<file path="src/rtl/spi_ram_slave_p_if.sv">
// SPI-to-RAM endpoint bus.
//   SS_n      : slave select, active low (host -> slave)
//   MOSI      : serial command/payload, MSB first (host -> slave)
//   MISO      : serial read data (slave -> host)
//   busy      : slave FSM not idle (slave -> host)
//   frame_err : one-cycle pulse on mid-frame SS_n release (slave -> host)
//   range_err : one-cycle pulse on out-of-range data access (slave -> host)
interface spi_ram_slave_p_if;
  logic SS_n;
  logic MOSI;
  logic MISO;
  logic busy;
  logic frame_err;
  logic range_err;

  modport master (
    output SS_n, MOSI,
    input  MISO, busy, frame_err, range_err
  );

  modport slave (
    input  SS_n, MOSI,
    output MISO, busy, frame_err, range_err
  );
endinterface

</file>
<file path="src/rtl/spi_ram_slave_p.sv">
// Single-clock SPI slave with integrated single-port RAM.
// Frame: cmd[1:0] then payload[W-1:0], MSB first.
//   00 load wr_ptr, 01 write RAM[wr_ptr], 10 load rd_ptr, 11 read RAM[rd_ptr].
// Ports:
//   clk : system clock, all sampling on rising edge
//   rst : asynchronous active-high reset (RAM contents are kept)
//   bus : spi_ram_slave_p_if.slave (SS_n, MOSI, MISO, busy, frame_err, range_err)
module spi_ram_slave_p #(
  parameter int W        = 8,
  parameter int DEPTH    = 256,
  parameter bit AUTO_INC = 1'b1
) (
  input  logic              clk,
  input  logic              rst,
  spi_ram_slave_p_if.slave  bus
);

  localparam int            CW       = $clog2(W + 2);
  localparam logic [CW-1:0] RX_LAST  = CW'(W + 1);
  localparam logic [CW-1:0] TX_LAST  = CW'(W - 2);
  localparam logic [W:0]    DEPTH_X  = (W + 1)'(DEPTH);
  localparam logic [W-1:0]  PTR_LAST = W'(DEPTH - 1);

  typedef enum logic [2:0] {
    IDLE,
    START,
    RECV,
    EXEC,
    TX,
    DONE
  } state_t;

  state_t         state;
  logic [CW-1:0]  cnt;
  logic [W+1:0]   rx_sh;
  logic [W-1:0]   tx_sh;
  logic [W-1:0]   wr_ptr;
  logic [W-1:0]   rd_ptr;
  logic           miso_q;
  logic           busy_q;
  logic           frame_err_q;
  logic           range_err_q;

  logic [W-1:0]   mem [DEPTH];

  logic [1:0]     cmd;
  logic [W-1:0]   payload;
  logic           wr_ok;
  logic           rd_ok;
  logic           ram_we;
  logic [W-1:0]   rd_word;

  assign cmd     = rx_sh[W+1:W];
  assign payload = rx_sh[W-1:0];
  // Zero-extend the pointer so DEPTH == 2**W compares correctly.
  assign wr_ok   = {1'b0, wr_ptr} < DEPTH_X;
  assign rd_ok   = {1'b0, rd_ptr} < DEPTH_X;
  assign rd_word = rd_ok ? mem[rd_ptr] : '0;
  // An EXEC that sees SS_n high is an abort and must not touch the RAM.
  assign ram_we  = (state == EXEC) && !bus.SS_n && (cmd == 2'b01) && wr_ok;

  assign bus.MISO      = miso_q;
  assign bus.busy      = busy_q;
  assign bus.frame_err = frame_err_q;
  assign bus.range_err = range_err_q;

  // Wraps at DEPTH-1; an out-of-range pointer simply rolls modulo 2**W.
  function automatic logic [W-1:0] ptr_step(input logic [W-1:0] p);
    if (!AUTO_INC) return p;
    return (p == PTR_LAST) ? '0 : p + W'(1);
  endfunction

  always_ff @(posedge clk) begin
    if (ram_we) mem[wr_ptr] <= payload;
  end

  always_ff @(posedge clk or posedge rst) begin
    if (rst) begin
      state       <= IDLE;
      cnt         <= '0;
      rx_sh       <= '0;
      tx_sh       <= '0;
      wr_ptr      <= '0;
      rd_ptr      <= '0;
      miso_q      <= 1'b0;
      busy_q      <= 1'b0;
      frame_err_q <= 1'b0;
      range_err_q <= 1'b0;
    end else begin
      miso_q      <= 1'b0;
      frame_err_q <= 1'b0;
      range_err_q <= 1'b0;
      case (state)
        IDLE: begin
          if (!bus.SS_n) begin
            state  <= START;
            busy_q <= 1'b1;
          end
        end
        START: begin
          if (bus.SS_n) begin
            state  <= IDLE;
            busy_q <= 1'b0;
          end else begin
            state <= RECV;
            cnt   <= '0;
          end
        end
        RECV: begin
          if (bus.SS_n) begin
            state       <= IDLE;
            busy_q      <= 1'b0;
            frame_err_q <= 1'b1;
          end else begin
            rx_sh <= {rx_sh[W:0], bus.MOSI};
            if (cnt == RX_LAST) state <= EXEC;
            else                cnt   <= cnt + CW'(1);
          end
        end
        EXEC: begin
          if (bus.SS_n) begin
            state  <= IDLE;
            busy_q <= 1'b0;
          end else begin
            case (cmd)
              2'b00: begin
                wr_ptr <= payload;
                state  <= DONE;
              end
              2'b01: begin
                range_err_q <= !wr_ok;
                wr_ptr      <= ptr_step(wr_ptr);
                state       <= DONE;
              end
              2'b10: begin
                rd_ptr <= payload;
                state  <= DONE;
              end
              default: begin
                // MSB goes out on this edge; the rest shifts out of tx_sh in TX.
                miso_q      <= rd_word[W-1];
                tx_sh       <= {rd_word[W-2:0], 1'b0};
                range_err_q <= !rd_ok;
                rd_ptr      <= ptr_step(rd_ptr);
                cnt         <= '0;
                state       <= TX;
              end
            endcase
          end
        end
        TX: begin
          if (bus.SS_n) begin
            state       <= IDLE;
            busy_q      <= 1'b0;
            frame_err_q <= 1'b1;
          end else begin
            miso_q <= tx_sh[W-1];
            tx_sh  <= {tx_sh[W-2:0], 1'b0};
            if (cnt == TX_LAST) state <= DONE;
            else                cnt   <= cnt + CW'(1);
          end
        end
        DONE: begin
          if (bus.SS_n) begin
            state  <= IDLE;
            busy_q <= 1'b0;
          end
        end
        default: begin
          state  <= IDLE;
          busy_q <= 1'b0;
        end
      endcase
    end
  end

endmodule

</file>
<file path="src/flat_wrapper.sv">
// flat-port wrapper written by rule: the top's interface ports become plain ports
module spi_ram_slave_p_flat 
#(
  parameter int W        = 8,
  parameter int DEPTH    = 256,
  parameter bit AUTO_INC = 1'b1
)
  (clk, rst, bus_SS_n, bus_MOSI, bus_MISO, bus_busy, bus_frame_err, bus_range_err);
  spi_ram_slave_p_if bus_i ();
  input  logic clk;
  input  logic rst;
  input wire logic [$bits(bus_i.SS_n)-1:0] bus_SS_n;
  input wire logic [$bits(bus_i.MOSI)-1:0] bus_MOSI;
  output wire logic [$bits(bus_i.MISO)-1:0] bus_MISO;
  output wire logic [$bits(bus_i.busy)-1:0] bus_busy;
  output wire logic [$bits(bus_i.frame_err)-1:0] bus_frame_err;
  output wire logic [$bits(bus_i.range_err)-1:0] bus_range_err;
  assign bus_i.SS_n = bus_SS_n;
  assign bus_i.MOSI = bus_MOSI;
  assign bus_MISO = bus_i.MISO;
  assign bus_busy = bus_i.busy;
  assign bus_frame_err = bus_i.frame_err;
  assign bus_range_err = bus_i.range_err;
  spi_ram_slave_p #(.W(W), .DEPTH(DEPTH), .AUTO_INC(AUTO_INC)) u_core (.clk(clk), .rst(rst), .bus(bus_i));
endmodule
</file>
<file path="config.mk">
export PLATFORM = sky130hd
export DESIGN_NAME = spi_ram_slave_p_flat
export DESIGN_NICKNAME = d
export VERILOG_FILES = /design/src/rtl/spi_ram_slave_p_if.sv /design/src/rtl/spi_ram_slave_p.sv /design/src/flat_wrapper.sv
export SDC_FILE = /design/constraint.sdc
export NUM_CORES = 2
export LEC_CHECK = 0
export CAP_MARGIN = 20
export CORE_MARGIN = 5
export CORE_UTILIZATION = 65
export CTS_CLUSTER_DIAMETER = 30
export DETAILED_ROUTE_END_ITERATION = 6
export GPL_ROUTABILITY_DRIVEN = 0
export PLACE_DENSITY = 0.78
export SLEW_MARGIN = 20
export SYNTH_ARGS = -nofsm -noshare
export SYNTH_HDL_FRONTEND = slang
export SYNTH_SLANG_ARGS = --single-unit
</file>
<file path="constraint.sdc">
create_clock -name clk -period 6.7 [get_ports clk]
set_clock_uncertainty 0.1 [all_clocks]
set_input_delay 1.005 -clock clk [delete_from_list [all_inputs] [get_ports clk]]
set_output_delay 1.005 -clock clk [all_outputs]
set_load 0.02 [all_outputs]
</file>
==> metrics list <==
* Maximum Capacitance Violations: 0
- Horizontal extent of the die: 365 µm
* Delay of the slowest critical-path stage: 0.95 ns
- Deepest level of the CTS H-tree: 5
* CP most frequent cell: buf_4
- The initial utilization of the core area, before any placement, comes to 65.4%.
- STA classifies the critical path endpoint as a flop.
* Clock tree from TritonCTS: yes
- Post-synthesis share of cell area spent on and, or, nand and nor gates: 3.22%
* Placement-stage worst setup slack: 1.88 ns
- Multi-input combinational cell area: 0.0180 mm²
- After detailed routing, the total wire length is 232 mm.
* Via count of the first global-routing pass: 45900
- Drt wl/cell: 37.5 µm
- Max_slew headroom: 14.5%
- Final-layout fill cell count: 6031
* Clock sink count: 2091
- Synthesized Nets: 4009
- The startpoint identified for the worst register-to-register timing path is u_core.rd_ptr[2].
* Number of antenna violations at the first check in global routing: 17
* Accumulated negative setup slack: 0 ns
- Tracing the worst setup path back leads to its startpoint at u_core.rd_ptr[2].
* Count of hold-fix buffers inserted at cts: 0
* Post-layout min period: 4.47 ns
* Critical path start-end classification: reg2reg
* Max-slew violations: 0
- Largest vdd supply drop: 0.000339 V
- Top-level port count: 8
* Maximum clock path buffer count: 4
- Final period util: 66.7%
- In this run the critical register-to-register path is captured at u_core.tx_sh[7].
* Total overflow reported by the global router: 0
- Dividing total power by cell area gives a power density of 458 mW/mm².
* P&R area growth vs syn: 16.8%
- CTS Root Cell: clkbuf_16
- The synthesized netlist contains 71 unique library cells.
* Share of flip-flops with an asynchronous set or reset after synthesis: 2.06%
- Total placed instance area: 0.0838 mm²
- Synthesis inferred 2091 register bits.
- Final Total Pwr: 43.9 mW
- In this run the worst setup path terminates at u_core.tx_sh[7].
* Critical-path maximum fanout: 33
* Post-layout instance count excluding filler cells: 6179
* Share of post-route cells with drive strength above 1: 26.8%
* Number of design rule violations left after detail routing: 3
* Arr. time, crit path: 5.14 ns
- In the final layout, flip-flops and latches occupy 0.0626 mm².
- # nets final: 4246
* Cell family contributing the most delay on the critical path: compound AO/OA/AOI/OAI gates
* P_leak: 30.7 nW
- By area, the combinational part of the netlist is dominated by multiplexers.
- Number of hold violations in the final report: 0
* Crit path buf inv count: 2
- With fillers left out, the area of the finished cells amounts to 0.0960 mm².
* Netlist area before placement: 0.0821 mm²
- Via Count: 45700
- Quantity of I/O buffers inserted on ports: 6
* Most common flop cell mapped by yosys: edfxtp_1
- In this run the remaining antenna-violating nets after routing total 0.
- Area enclosed by the die boundary: 0.134 mm²
- The first TritonRoute pass finished after 7 iterations.
- Type of origin of the critical path: flop
- For this run, the number of Yosys warnings is 0.
- Largest net degree at the start of global routing: 132
- Cell depth of the worst setup path: 9
- Setup violations remaining at the end of the flow were counted as 0.
* Violations in the final reports: DRC
* Unrepaired setup endpoints after global routing: no
* TritonCTS buffer count: 362
- After the first detailed-routing iteration, the DRC count stood at 8230.
- Source-to-sink clock delay at the later pin of the worst-skew pair: 0.95 ns
* First-pass GRT wire length: 333 mm
- The flow ran to the end, but the final reports show violations.
- Xor and xnor area share after synthesis: 0.0107%
* Adder-cell share of the synthesized area: 0.122%
- Worst path setup slack after routing: 2.23 ns
- Dividing the detail-routed via count by the number of cells gives 7.39.
* Worst endpoint required time: 7.37 ns
* Setup slack on the worst flop-to-flop path: 2.23 ns
- In this run, placement finished with an instance count of 5519.
- Post-Syn Area per Cell: 20.6 µm²
* Maximum clock rate: 224 MHz
* Synth Area in Compound Gates: 2.96%
- Row generation in the floorplan step produced 130 rows.
- Number of cells upsized or downsized after cts: 0
- Post-detail-place hpwl: 123 mm
- Depth of the most critical reg-to-reg path: 9
- Core area: 0.126 mm²
- Multiplexer share of the synthesized area: 15.5%
- Synth Instances: 3997
- Sequential fraction of the synthesis area: 76.2%
- Total global routing track utilization: 35.4%
* Number of enable flip-flop cells after synthesis: 2048
* Highest-delay cell along the critical path: nand3b_1
- The critical path goes through nand3b_1 > buf_4 > o22ai_1 > a211o_1 > o211ai_1 > o41ai_1 > buf_4 > nor4_1 > a21oi_1.
- Height of the die: 365 µm
- Buffers inserted during post-CTS setup optimization: 0
- For the pin with the worst max-slew slack, the measured transition is 1.27 ns.
* Worst hold path type: reg2reg
- After clock tree synthesis, the clock-pin slew on the worst setup and hold paths is 0.05 ns.
-- synth_stat cells (21+ instances only) --
library cell | n | share of area (%)
buf_4 | 23 | 0.21
dfrtp_1 | 43 | 1.3
nor3_1 | 21 | 0.13
a21oi_1 | 73 | 0.44
nand2_1 | 168 | 0.77
buf_6 | 44 | 0.60
edfxtp_1 | 2048 | 75
buf_2 | 42 | 0.26
nor2_1 | 306 | 1.4
clkbuf_1 | 100 | 0.46
o22ai_1 | 36 | 0.27
nand3_1 | 25 | 0.15
o221ai_1 | 27 | 0.29
nand4_1 | 21 | 0.16
mux2i_1 | 163 | 2.0
o21ai_0 | 70 | 0.43
mux4_2 | 458 | 13
mux4_1 | 24 | 0.77
a22oi_1 | 36 | 0.33
-- registers in the layout, indices dropped and copies added, names as in the netlist --
name / flops
u_core.cnt: 4
u_core.state: 3
u_core.rd_ptr: 8
u_core.bus.MISO: 1
u_core.wr_ptr: 8
u_core.mem: 2048
u_core.tx_sh: 7
u_core.bus.busy: 1
u_core.rx_sh: 10
u_core.bus.frame_err: 1
-- cell usage in the layout, fill, tap and decap left out, drive strengths merged, types with 6 or more instances in the layout --
cell type | synthesis | routed
edfxtp | 2048 | 2048
mux4 | 482 | 482
clkbuf | 107 | 399
nor2 | 306 | 306
nand2 | 168 | 168
mux2i | 163 | 163
buf | 137 | 111
clkinv | 0 | 95
inv | 15 | 93
a21oi | 73 | 73
o21ai | 71 | 71
dfrtp | 43 | 43
bufinv | 0 | 38
o22ai | 36 | 36
a22oi | 36 | 36
clkinvlp | 0 | 36
o221ai | 27 | 27
nand3 | 25 | 25
nor3 | 21 | 21
nand4 | 21 | 21
nor2b | 20 | 20
a221oi | 16 | 16
diode | 0 | 13
mux2 | 13 | 13
a211oi | 13 | 13
nor4 | 11 | 11
a31oi | 10 | 10
and3 | 10 | 10
a22o | 9 | 9
nand2b | 8 | 8
a32oi | 8 | 8
ha | 8 | 8
a2111oi | 8 | 8
and2 | 7 | 7
nand3b | 6 | 6
a211o | 6 | 6
o211ai | 6 | 6
clkdlybuf4s50 | 0 | 6
-- final cells by class --
type	instances	share of cell area, %
flip-flops and latches	2091	65.2
diodes	13	0.0339
multi-input cells	1647	18.7
clock buffers	399	9.80
well taps	1650	2.15
clock inverters	247	2.84
repair buffers	117	1.15
inverters	15	0.0652
-- worst min path at each step --
stage / from / cells after the start / slack [ns] / endpoint
after floorplan: u_core.cnt[2] / 1 / 0.39 / u_core.cnt[2]
after global placement: u_core.bus.busy / 2 / 0.40 / u_core.bus.busy
after detailed placement: u_core.cnt[2] / 1 / 0.44 / u_core.cnt[2]
after CTS: u_core.cnt[2] / 1 / 0.45 / u_core.cnt[2]
after global routing: u_core.tx_sh[7] / 2 / 0.50 / u_core.tx_sh[7]
final: u_core.cnt[2] / 1 / 0.45 / u_core.cnt[2]
-- per-layer routing --
metal  part of all wire [%]  track usage, %  vias up
met2                     46            53.0     4390
met1                     33            47.1    23200
li1                       -               -    17200
met3                     14            11.6      925
met4                    6.7            19.5       14
met5                  0.050               0        -
-- where the power goes --
part,internal (mW),switching [mW]
logic,3.08,5.50
registers,16.2,0.725
clock network,11.7,6.73
total,31.0,12.9
-- cell families (layout without fill, tap and decap cells) --
group,count (synthesis),in the layout
DFF,2091,2091
muxes,658,658
and+or+nand+nor,618,618
AOI/OAI and AO/OA,361,361
buffers and inverters,259,778
adders and majority gates,8,8
other,1,14
xor gates and xnor gates,1,1
-- through the flow --
stage / util [%] / hold slack [ns]
4_1_cts: 76.4 / 0.449
3_3_place_gp: 66.7 / 0.401
2_1_floorplan: - / 0.385
3_5_place_dp: 66.7 / 0.440
5_1_grt: 76.4 / 0.496
6_report: 76.4 / 0.453
Note: power is estimated with default switching activity, not from simulation.
